### src/rtl/exe_cmd_driver.sv
// exe_cmd_driver: queues ALU commands, issues them to the exe unit one at a time and returns the responses
module exe_cmd_driver #(
    parameter int WIDTH   = 32,
    parameter int OPER_W  = 2,
    parameter int DEPTH   = 4,
    parameter int LATENCY = 1
) (
    input  logic                       i_clk,
    input  logic                       i_rsn,
    input  logic                       i_cmd_valid,
    output logic                       o_cmd_ready,
    input  logic [WIDTH-1:0]           i_cmd_argA,
    input  logic [WIDTH-1:0]           i_cmd_argB,
    input  logic [OPER_W-1:0]          i_cmd_oper,
    output logic [WIDTH-1:0]           o_argA,
    output logic [WIDTH-1:0]           o_argB,
    output logic [OPER_W-1:0]          o_oper,
    input  logic [WIDTH-1:0]           i_result,
    input  logic [3:0]                 i_status,
    input  logic                       i_carry,
    input  logic                       i_error,
    output logic                       o_rsp_valid,
    input  logic                       i_rsp_ready,
    output logic [WIDTH-1:0]           o_rsp_result,
    output logic [3:0]                 o_rsp_status,
    output logic                       o_rsp_carry,
    output logic                       o_rsp_error,
    output logic                       o_busy,
    output logic [$clog2(DEPTH+1)-1:0] o_count
);
    localparam int PW = $clog2(DEPTH);
    localparam int CW = $clog2(DEPTH+1);
    localparam logic [OPER_W-1:0] ALU_ADD  = OPER_W'(0);
    localparam logic [OPER_W-1:0] ALU_COMP = OPER_W'(1);
    localparam logic [OPER_W-1:0] ALU_CONV = OPER_W'(2);
    localparam logic [OPER_W-1:0] ALU_SET  = OPER_W'(3);
    typedef enum logic [1:0] {IDLE, WAIT, HOLD} state_t;
    state_t state, state_d;
    logic [3:0] cnt, cnt_d;
    logic [WIDTH-1:0] mem_a [DEPTH];
    logic [WIDTH-1:0] mem_b [DEPTH];
    logic [OPER_W-1:0] mem_op [DEPTH];
    logic [PW-1:0] wr_ptr, rd_ptr;
    logic push, pop, head_legal;
    logic [WIDTH-1:0] arg_a_d, arg_b_d, rsp_result_d;
    logic [OPER_W-1:0] oper_d;
    logic [3:0] rsp_status_d;
    logic rsp_carry_d, rsp_error_d, rsp_valid_d;

    assign o_cmd_ready = o_count != CW'(DEPTH);
    assign push        = i_cmd_valid && o_cmd_ready;
    assign head_legal  = mem_op[rd_ptr] inside {ALU_ADD, ALU_COMP, ALU_CONV, ALU_SET};
    assign o_busy      = state != IDLE;

    // command FIFO: registered occupancy, so a fresh entry is seen by the FSM one cycle later
    always_ff @(posedge i_clk) begin
        if (!i_rsn) begin
            wr_ptr  <= '0;
            rd_ptr  <= '0;
            o_count <= '0;
        end else begin
            if (push) begin
                mem_a[wr_ptr]  <= i_cmd_argA;
                mem_b[wr_ptr]  <= i_cmd_argB;
                mem_op[wr_ptr] <= i_cmd_oper;
                wr_ptr         <= wr_ptr + 1'b1;
            end
            if (pop)
                rd_ptr <= rd_ptr + 1'b1;
            o_count <= o_count + CW'(push) - CW'(pop);
        end
    end

    // issue/wait/hold sequencing; illegal opcodes skip the exe unit and answer with error
    always_comb begin
        state_d      = state;
        cnt_d        = cnt;
        pop          = 1'b0;
        arg_a_d      = o_argA;
        arg_b_d      = o_argB;
        oper_d       = o_oper;
        rsp_result_d = o_rsp_result;
        rsp_status_d = o_rsp_status;
        rsp_carry_d  = o_rsp_carry;
        rsp_error_d  = o_rsp_error;
        rsp_valid_d  = o_rsp_valid;
        case (state)
            IDLE: if (o_count != '0) begin
                pop = 1'b1;
                if (head_legal) begin
                    arg_a_d = mem_a[rd_ptr];
                    arg_b_d = mem_b[rd_ptr];
                    oper_d  = mem_op[rd_ptr];
                    cnt_d   = 4'(LATENCY);
                    state_d = WAIT;
                end else begin
                    rsp_result_d = '0;
                    rsp_status_d = '0;
                    rsp_carry_d  = 1'b0;
                    rsp_error_d  = 1'b1;
                    rsp_valid_d  = 1'b1;
                    state_d      = HOLD;
                end
            end
            WAIT: if (cnt == '0) begin
                rsp_result_d = i_result;
                rsp_status_d = i_status;
                rsp_carry_d  = i_carry;
                rsp_error_d  = i_error;
                rsp_valid_d  = 1'b1;
                state_d      = HOLD;
            end else begin
                cnt_d = cnt - 1'b1;
            end
            HOLD: if (i_rsp_ready) begin
                rsp_valid_d = 1'b0;
                state_d     = IDLE;
            end
            default: state_d = IDLE;
        endcase
    end

    // state and registered exe-unit / response outputs
    always_ff @(posedge i_clk) begin
        if (!i_rsn) begin
            state        <= IDLE;
            cnt          <= '0;
            o_argA       <= '0;
            o_argB       <= '0;
            o_oper       <= '0;
            o_rsp_result <= '0;
            o_rsp_status <= '0;
            o_rsp_carry  <= 1'b0;
            o_rsp_error  <= 1'b0;
            o_rsp_valid  <= 1'b0;
        end else begin
            state        <= state_d;
            cnt          <= cnt_d;
            o_argA       <= arg_a_d;
            o_argB       <= arg_b_d;
            o_oper       <= oper_d;
            o_rsp_result <= rsp_result_d;
            o_rsp_status <= rsp_status_d;
            o_rsp_carry  <= rsp_carry_d;
            o_rsp_error  <= rsp_error_d;
            o_rsp_valid  <= rsp_valid_d;
        end
    end
endmodule

### config.mk
export PLATFORM = sky130hd
export DESIGN_NAME = exe_cmd_driver
export DESIGN_NICKNAME = d
export VERILOG_FILES = /design/src/rtl/exe_cmd_driver.sv
export SDC_FILE = /design/constraint.sdc
export NUM_CORES = 1
export LEC_CHECK = 0
export CAP_MARGIN = 25
export CORE_ASPECT_RATIO = 0.8
export CORE_MARGIN = 2
export CORE_UTILIZATION = 40
export CTS_BUF_LIST = sky130_fd_sc_hd__clkbuf_8
export CTS_CLUSTER_SIZE = 8
export DETAILED_ROUTE_END_ITERATION = 7
export SLEW_MARGIN = 0
export SYNTH_ARGS = -nofsm -noshare
export SYNTH_HDL_FRONTEND = slang
export SYNTH_SLANG_ARGS = --single-unit
### constraint.sdc
create_clock -name i_clk -period 8.9 [get_ports i_clk]
set_input_delay 1.78 -clock i_clk [delete_from_list [all_inputs] [get_ports i_clk]]
set_output_delay 1.78 -clock i_clk [all_outputs]
set_load 0.01 [all_outputs]
==> flow_metrics.env <==
export IMPL_status="finished clean"
export IMPL_path_clk_slew_ns=0.06
export IMPL_area_delta_synth_final_pct=26.9
export IMPL_met3WireLength_um=2220
export IMPL_grt_pass1_vias=7907
export IMPL_slew_headroom=0.329
export IMPL_gp_congestion=0.728
export IMPL_detail_route_antenna_nets=0
export IMPL_yosysUniqueCellTypes=38
export IMPL_dr_pass1_iters=5
export IMPL_power_total_mw=5.07
export IMPL_syn_instance_count=758
export IMPL_antenna_found_initial=4
export IMPL_worst_endpoint_arrival_ns=2.03
export IMPL_wl_met2_um=13900
export IMPL_cts_tree="built"
export IMPL_fmax_ghz=0.263
export IMPL_synthTopCellsByArea="edfxtp_1 (58%), dfxtp_1 (17%), mux4_2 (11%)"
export IMPL_cap_violations=0
export IMPL_finish_instance_area_sq_mm=0.0175
export IMPL_hold_depth=2
export IMPL_portBuffers=217
export IMPL_grt_start_max_net_pins=67
export IMPL_routed_wl_um=29900
export IMPL_placed_area_sq_mm=0.0163
export IMPL_synth_nets=874
export IMPL_path_delay_family="buffers and inverters"
export IMPL_r2r_cells=10
export IMPL_ys_flop_type="edfxtp_1"
export IMPL_fillers=2762
export IMPL_multi_input_area_sq_mm=0.00314
export IMPL_crit_start="state[0]"
export IMPL_cpMaxStageDelayCell="clkdlybuf4s50_1"
export IMPL_worstSetupEndpointType="output port"
export IMPL_rsz0062_at_grt="false"
export IMPL_start_util=0.407
export IMPL_tns_ns=0
export IMPL_cts_made_buffers=59
export IMPL_die_area_sq_mm=0.0359
export IMPL_min_period_ns=3.81
export IMPL_synth_avg_cell_area_sq_um=18.2
export IMPL_synth_largest_area_cell="edfxtp_1"
export IMPL_hold_path_class="register to register"
export IMPL_syn_area_sq_mm=0.0138
export IMPL_slew_violations=0
export IMPL_drt_initial_drc_count=408
export IMPL_critPathMaxFanout=10
export IMPL_synth_warnings=0
export IMPL_synth_edf_count=264
export IMPL_ys_seq_area_frac=0.751
export IMPL_ys_ff_latch=384
export IMPL_ir_drop_mv=0.179
export IMPL_final_nets=1112
export IMPL_r2r_start="o_count[1]"
export IMPL_power_leakage_nw=5.87
export IMPL_grt_overflow=0
export IMPL_synth_top_area_frac=0.576
export IMPL_root_buffer="clkbuf_8"
export IMPL_insertion_delay_ns=0.59
export IMPL_finish_utilization=0.517
export IMPL_vias=7568
export IMPL_powerDensity_mw_per_mm2=291
export IMPL_cts_max_level=2
export IMPL_post_cts_resized=0
export IMPL_worstMarginPinSlew_ns=1.01
export IMPL_top_layer_used="met5"
export IMPL_crit_type="register to output port"
export IMPL_timing_hold_violations_final=0
export IMPL_min_from="o_rsp_result[11]"
export IMPL_whs_ns=0.472
export IMPL_postCtsHoldBufs=0
export IMPL_grtUsageTotal=0.168
export IMPL_critPathBufInv=1
export IMPL_grt_pass1_wl_um=45600
export IMPL_finalWorstSetupSlack_ns=5.09
export IMPL_cp_cell_sequence="or2_1, clkdlybuf4s50_1"
export IMPL_die_y_um=170
export IMPL_ios=218
export IMPL_synth_common_cells="edfxtp_1 (264), dfxtp_1 (120), a22o_1 (66), mux4_2 (66), a21oi_1 (47)"
export IMPL_synth_most_common_cell="edfxtp_1"
export IMPL_ys_async_sr_fraction=0
export IMPL_dp_slack_ns=4.83
export IMPL_drt_vias_per_instance=5.10
export IMPL_period_share=0.428
export IMPL_drt_met1_wl_um=13200
export IMPL_dp_hpwl_um=17000
export IMPL_path_depth=2
export IMPL_die_w_um=211
export IMPL_skew_ns=0.0141
export IMPL_cts_path_max_buffers=3
export IMPL_ff2ff_setup_slack_ns=6.32
export IMPL_worstPathRequired_ns=7.12
export IMPL_routedWlPerCell_um=20.1
export IMPL_cpPeakStageDelay_ns=0.65
export IMPL_start_kind="register"
export IMPL_drive_gt1_frac=0.149
export IMPL_fp_row_count=60
export IMPL_drc_errors=0
export IMPL_seqCellArea_sq_mm=0.0103
export IMPL_setup_viol=0
export IMPL_post_cts_buffers=0
export IMPL_placed_cells=1366
export IMPL_instances_no_fill=1483
export IMPL_core_area_sq_mm=0.0338
export IMPL_cts_sinks=384
==> cells by family (layout without fill, tap and decap cells) <==
| family | count (synthesis) | after routing | synth area share |
|---|---|---|---|
| flops | 384 | 384 | 0.751 |
| compound gates | 163 | 163 | 0.0792 |
| simple gates | 73 | 73 | 0.0297 |
| mux | 66 | 66 | 0.108 |
| buf+inv | 63 | 350 | 0.0237 |
| fa+ha+maj | 8 | 8 | 0.00782 |
| xor+xnor | 1 | 1 | 0.000637 |
| other cells | 0 | 4 | 0 |
==> flip-flops by register name (all words and copies together), names as in the netlist, named ones only <==
signal / cells
o_argA: 32
state: 2
mem_a: 128
o_oper: 2
cnt: 4
o_rsp_valid: 1
mem_op: 8
wr_ptr: 2
rd_ptr: 2
mem_b: 128
o_rsp_carry: 1
o_argB: 32
o_rsp_result: 32
o_rsp_status: 4
o_rsp_error: 1
o_count: 3
==> cell usage in the layout, fill, tap and decap left out, drive strengths merged, types with 2 or more instances in the layout <==
cell / Yosys / final
dfxtp: 120 / 120
clkbuf: 29 / 60
buf: 25 / 14
or2: 2 / 2
a21o: 2 / 2
diode: 0 / 4
o31a: 2 / 2
nand3: 40 / 40
or3: 3 / 3
a21oi: 47 / 47
or4: 2 / 2
ha: 7 / 7
mux4: 66 / 66
o21ai: 41 / 41
and3: 4 / 4
nor2: 7 / 7
clkdlybuf4s50: 0 / 217
o21a: 2 / 2
and2: 3 / 3
nor3: 3 / 3
edfxtp: 264 / 264
clkinv: 0 / 5
a22o: 66 / 66
nor3b: 2 / 2
inv: 9 / 52
nand3b: 2 / 2
==> metal layers <==
| metal | vias up | GRT usage |
|---|---|---|
| met5 | - | 0 |
| met4 | 2 | 0.0511 |
| met3 | 48 | 0.0502 |
| met2 | 213 | 0.258 |
| met1 | 3780 | 0.232 |
| li1 | 3525 | - |
==> power breakdown <==
| part | switching (mW) | total, mW | internal (mW) | leakage, nW |
|---|---|---|---|---|
| registers | 0.190 | 2.38 | 2.19 | 3.38 |
| logic | 0.642 | 1.40 | 0.757 | 1.80 |
| clock network | 0.641 | 1.29 | 0.652 | 0.690 |
==> area by class of cell <==
cell class | count | share of cell area
tap | 434 | 0.0311
timing repair buffer | 231 | 0.135
inverter | 9 | 0.00193
clock inverter | 50 | 0.0127
multi-input combinational | 311 | 0.180
sequential | 384 | 0.592
antenna | 4 | 0.000573
clock buffer | 60 | 0.0473
==> path summary, 6_finish.rpt <==
kind / endpoint
setup / recovery: o_busy
hold reg to reg: o_rsp_result[11]
hold / removal: o_rsp_result[11]
setup reg to reg: o_count[2]
==> worst register-to-register path: stages, from the launching register on <==
cell and delay, ns:
dfxtp_1 0.38, nor3_2 0.57, nor2_1 0.21, ha_1 0.32, inv_1 0.05, ha_1 0.13
inv_1 0.05, fa_1 0.37, xor2_1 0.16, and2_1 0.17, nor3_1 0.11
No activity file was read; power rests on OpenSTA's default activity.
==> edit 1 (same settings) <==
Set the parameter `WIDTH` to 48 (it was 32).
--- a/src/rtl/exe_cmd_driver.sv
+++ b/src/rtl/exe_cmd_driver.sv
@@ -1,6 +1,6 @@
 // exe_cmd_driver: queues ALU commands, issues them to the exe unit one at a time and returns the responses
 module exe_cmd_driver #(
-    parameter int WIDTH   = 32,
+    parameter int WIDTH   = 48,
     parameter int OPER_W  = 2,
     parameter int DEPTH   = 4,
     parameter int LATENCY = 1
Interface: changed (6 resized); port bits go from 218 to 314. No check against the original RTL was run, so the function may have changed too.
==> edit 1 against the original RTL <==
Clock power increased by 53%. Sequential power increased by 46%. Via count increased by 44%. Sequential cell count increased by 176. Wire length increased by 49%. Worst setup slack got worse by 0.28 ns. Count of clock-buffer cells in the layout increased by 38. Synthesized area increased by 44%. Final cell count increased by 46%. Power increased by 49%. Cell area increased by 45%. Critical endpoint is now o_argA[22].
==> edit 1: results (changes against the original RTL) <==
[power]
vdd_drop_max_mv=0.180  ; +0.31%
p_leak_nw=8.46  ; +44%

[placement]
hpwl_mm=26.2  ; +54%
place_inst=1995  ; +46%
gp_congestion=0.737  ; +1.2%
postPlaceCellArea_um2=23700  ; +45%
dp_slack_ns=4.15  ; -0.680 ns
port_buffers=313  ; +44%

[final_layout]
reg_top3=mem_a (192), mem_b (192)
fill_cells=4081  ; +48%
finalNetCount=1576  ; +42%
fin_area_um2=25300  ; +45%
layout-drive-gt1-share=0.157  ; +0.00794

[synthesis]
synthAdderAreaFrac=0.00604  ; -0.00178
synth_area_leaders=edfxtp_1 59%, dfxtp_1 17%, mux4_2 11%
synth_nets=1234  ; +41%
postSynth.asyncResetShare=0  ; unchanged
synth_edf_count=392  ; +48%
synth_xor_area_frac=0.000441  ; -0.000196
synth_compound_area_frac=0.0769  ; -0.00229
synthDistinctLibCells=41  ; +7.9%
muxShareOfSynthArea=0.111  ; +0.00300
netlist_instances=1069  ; +41%
synth_seq_area_share=0.761  ; +0.0106
synth_top_cells_by_count=392 x edfxtp_1, 168 x dfxtp_1, 98 x a22o_1, 98 x mux4_2, 62 x a21oi_1

[route]
post_drt_via_cell_ratio=5.06  ; -0.87%
drtIter0Drc=727  ; +78%
wire_per_inst_um=20.6  ; +2.4%
drt-total-wl_mm=44.5  ; +49%

[critical_path]
slowest_stage=buf_4
worstPathArrival_ns=4.67  ; +2.64 ns
critical_path.top_delay_family=buffers and inverters
cp_slowest_stage_delay_ns=0.73  ; +0.08 ns
worst-path-max-fanout=61  ; +51

[grt]
antenna_found_initial=7  ; +3
grtUsageTotal=0.172  ; +0.00435
grt_pass1_wl_mm=66.7  ; +46%
grt_pass1_vias=11300  ; +43%
grt_max_degree=63  ; -6.0%

[clock_network]
clk_path_buf_depth=3  ; unchanged
postCtsSetupBuffers=0  ; unchanged
clk_latency_ns=0.66  ; +0.07 ns
cts_buffers=87  ; +47%
clkTransAtPathRegs_ns=0.06  ; about the same
root_buffer=clkbuf_8
htreeDepth=3  ; +1
postCtsResizedCells=0  ; unchanged

[timing]
finClkSkew_ns=0.0276  ; +0.0135 ns
tns_ns=0  ; unchanged
worst_pin_slew_ns=1.02  ; +0.0132 ns

[status]
status=complete, no violations

[worst_hold_path]
hp-class=register to register

edit 1: cell families after synthesis:
group                    count (synthesis)
AO/OA/AOI/OAI                          226
XOR/XNOR                                 1
adder cells (fa/ha/maj)                  9
buffers and inverters                   86
flip-flops                             560
multiplexers                            98
AND/OR/NAND/NOR                         89
edit 1: final timing paths:
kind / start / endpoint / slack, ns / depth (start not counted)
min reg2reg: o_rsp_valid / o_rsp_valid / 0.46 / 2
max: i_rsn / o_argA[22] / 4.82 / 6
max reg2reg: rd_ptr[0] / o_argA[22] / 5.92 / 5
min: o_rsp_valid / o_rsp_valid / 0.46 / 2
edit 1: worst min-delay path, stage by stage, from the launching register on:
cell and delay (ns):
dfxtp_1 0.31, nand2_1 0.05, a21oi_1 0.05
edit 1: metal layers:
layer | wire length (µm) | vias up | share of wire | GRT usage
met2 | 21200 | 317 | 0.48 | 0.273
met5 | 77 | - | 0.0017 | 0
met1 | 19500 | 5516 | 0.44 | 0.230
li1 | - | 5005 | - | -
met4 | 652 | 12 | 0.015 | 0.0461
met3 | 3180 | 67 | 0.071 | 0.0556
edit 1: power breakdown:
| part | leakage [nW] | internal, mW | total (mW) | switching [mW] |
|---|---|---|---|---|
| Combinational | 2.52 | 1.10 | 2.13 | 1.03 |
| Sequential | 4.93 | 3.20 | 3.48 | 0.282 |
| Clock | 1.01 | 1.01 | 1.97 | 0.962 |
| Total | 8.46 | 5.30 | 7.58 | 2.27 |
edit 1: layout make-up:
cell class,instances,area share
repair buffers,329,0.130
multi-input cells,423,0.174
diodes,1,0.0000987
well taps,675,0.0333
flip-flops and latches,560,0.598
clock buffers,98,0.0532
clock inverters,62,0.0105
inverters,10,0.00148
==> edit 2 (config.mk and constraints unchanged) <==
Without the edit above. Put one more register stage on the output `o_rsp_status`, without a reset. The value now appears one clock later. The other outputs are not delayed to match.
--- a/src/rtl/exe_cmd_driver.sv
+++ b/src/rtl/exe_cmd_driver.sv
@@ -35,6 +35,8 @@
     localparam logic [OPER_W-1:0] ALU_CONV = OPER_W'(2);
     localparam logic [OPER_W-1:0] ALU_SET  = OPER_W'(3);
     typedef enum logic [1:0] {IDLE, WAIT, HOLD} state_t;
+
+    logic [3:0] o_rsp_status_s0;
     state_t state, state_d;
     logic [3:0] cnt, cnt_d;
     logic [WIDTH-1:0] mem_a [DEPTH];
@@ -80,7 +82,7 @@
         arg_b_d      = o_argB;
         oper_d       = o_oper;
         rsp_result_d = o_rsp_result;
-        rsp_status_d = o_rsp_status;
+        rsp_status_d = o_rsp_status_s0;
         rsp_carry_d  = o_rsp_carry;
         rsp_error_d  = o_rsp_error;
         rsp_valid_d  = o_rsp_valid;
@@ -129,7 +131,7 @@
             o_argB       <= '0;
             o_oper       <= '0;
             o_rsp_result <= '0;
-            o_rsp_status <= '0;
+            o_rsp_status_s0 <= '0;
             o_rsp_carry  <= 1'b0;
             o_rsp_error  <= 1'b0;
             o_rsp_valid  <= 1'b0;
@@ -140,11 +142,15 @@
             o_argB       <= arg_b_d;
             o_oper       <= oper_d;
             o_rsp_result <= rsp_result_d;
-            o_rsp_status <= rsp_status_d;
+            o_rsp_status_s0 <= rsp_status_d;
             o_rsp_carry  <= rsp_carry_d;
             o_rsp_error  <= rsp_error_d;
             o_rsp_valid  <= rsp_valid_d;
         end
     end
+    always_ff @(posedge i_clk) begin
+        o_rsp_status <= o_rsp_status_s0;
+    end
+
 endmodule
 
Formal check against the unedited RTL: not equivalent (Yosys sat finds a counterexample within 10 cycles, from zero or initial values).
==> edit 2 against the original RTL <==
Final cell count up 1.8%. Sequential cell count up 4. Synthesized area up 0.56%. Worst setup slack worse by 0.042 ns. Wire length down 0.26%. Critical endpoint unchanged. Cell area up 0.57%. Core utilization up 0.18 points. Synthesized cell count up 0.53%. Critical path depth unchanged. Power up 0.57%. Largest cell class unchanged.
==> edit 2: results (changes against the original RTL) <==
[status]
status=complete, no violations

[synthesis]
synth_area_leaders=edfxtp_1 57%, dfxtp_1 18%, mux4_2 11%
synth_top_cells_by_count=264 x edfxtp_1, 124 x dfxtp_1, 66 x a22o_1, 66 x mux4_2, 47 x a21oi_1
netlist_instances=762  ; +0.53%
synth_seq_area_share=0.752  ; +0.00158

[grt]
grt_util_met3=0.0487  ; -0.00148
grtUsageTotal=0.166  ; -0.00143
met1_usage=0.230  ; -0.00188
grt_pass1_wl_mm=45.6  ; about the same
met2_usage=0.255  ; -0.00256
grt_pass1_vias=7751  ; -2.0%
antenna_found_initial=2  ; -2

[timing]
finClkSkew_ns=0.0498  ; +0.0357 ns
slew-limit-headroom=0.317  ; -0.0113

[power]
vdd_drop_max_mv=0.135  ; -25%
intPower_mw=3.63  ; +0.90%
p_leak_nw=5.89  ; +0.28%
total_power_mw=5.10  ; +0.57%

[route]
dr_wl_met3_mm=2.03  ; -8.3%
first_pass_iters=4  ; -1
drtIter0Drc=461  ; +13%
drt-met1-wl_mm=13.4  ; +1.2%
wire_per_inst_um=19.7  ; -2.0%
vias=7605  ; +0.49%

[clock_network]
clk_latency_ns=0.62  ; +0.03 ns
cts_buffers=58  ; -1.7%

[placement]
postPlaceCellArea_um2=16500  ; +0.85%
place_inst=1401  ; +2.6%
dp_slack_ns=4.80  ; -0.0347 ns

[final_layout]
fin_cells=1509  ; +1.8%
fill_cells=2741  ; -0.76%
diodes=0  ; -4
reg_top3=mem_a (128), mem_b (128)
layout-drive-gt1-share=0.149  ; about the same
finalNetCount=1113  ; +0.090%

==> edit 2: worst paths after layout <==
kind | startpoint | end | slack, ns | cells after the start
worst max-delay path | state[0] | o_busy | 5.05 | 2
worst min-delay path | o_rsp_status_s0[0] | o_rsp_status[0] | 0.34 | 0
worst max register to register | o_count[1] | o_count[2] | 6.26 | 10
worst min register to register | o_rsp_status_s0[0] | o_rsp_status[0] | 0.34 | 0
==> edit 2: cell type report <==
type | instances | area [µm²] | area share
clock buffer | 65 | 895 | 0.0510
clock inverter | 42 | 170 | 0.00969
inverter | 9 | 33.8 | 0.00192
multi-input combinational | 311 | 3140 | 0.179
sequential | 388 | 10400 | 0.593
tap | 465 | 582 | 0.0331
timing repair buffer | 229 | 2320 | 0.132
==> edit 2: logic make-up after synthesis <==
kind of cell,count (synthesis),synth area share
mux,66,0.107
simple gates,73,0.0296
xor+xnor,1,0.000633
fa+ha+maj,8,0.00778
compound gates,163,0.0788
buf+inv,63,0.0234
flops,388,0.752
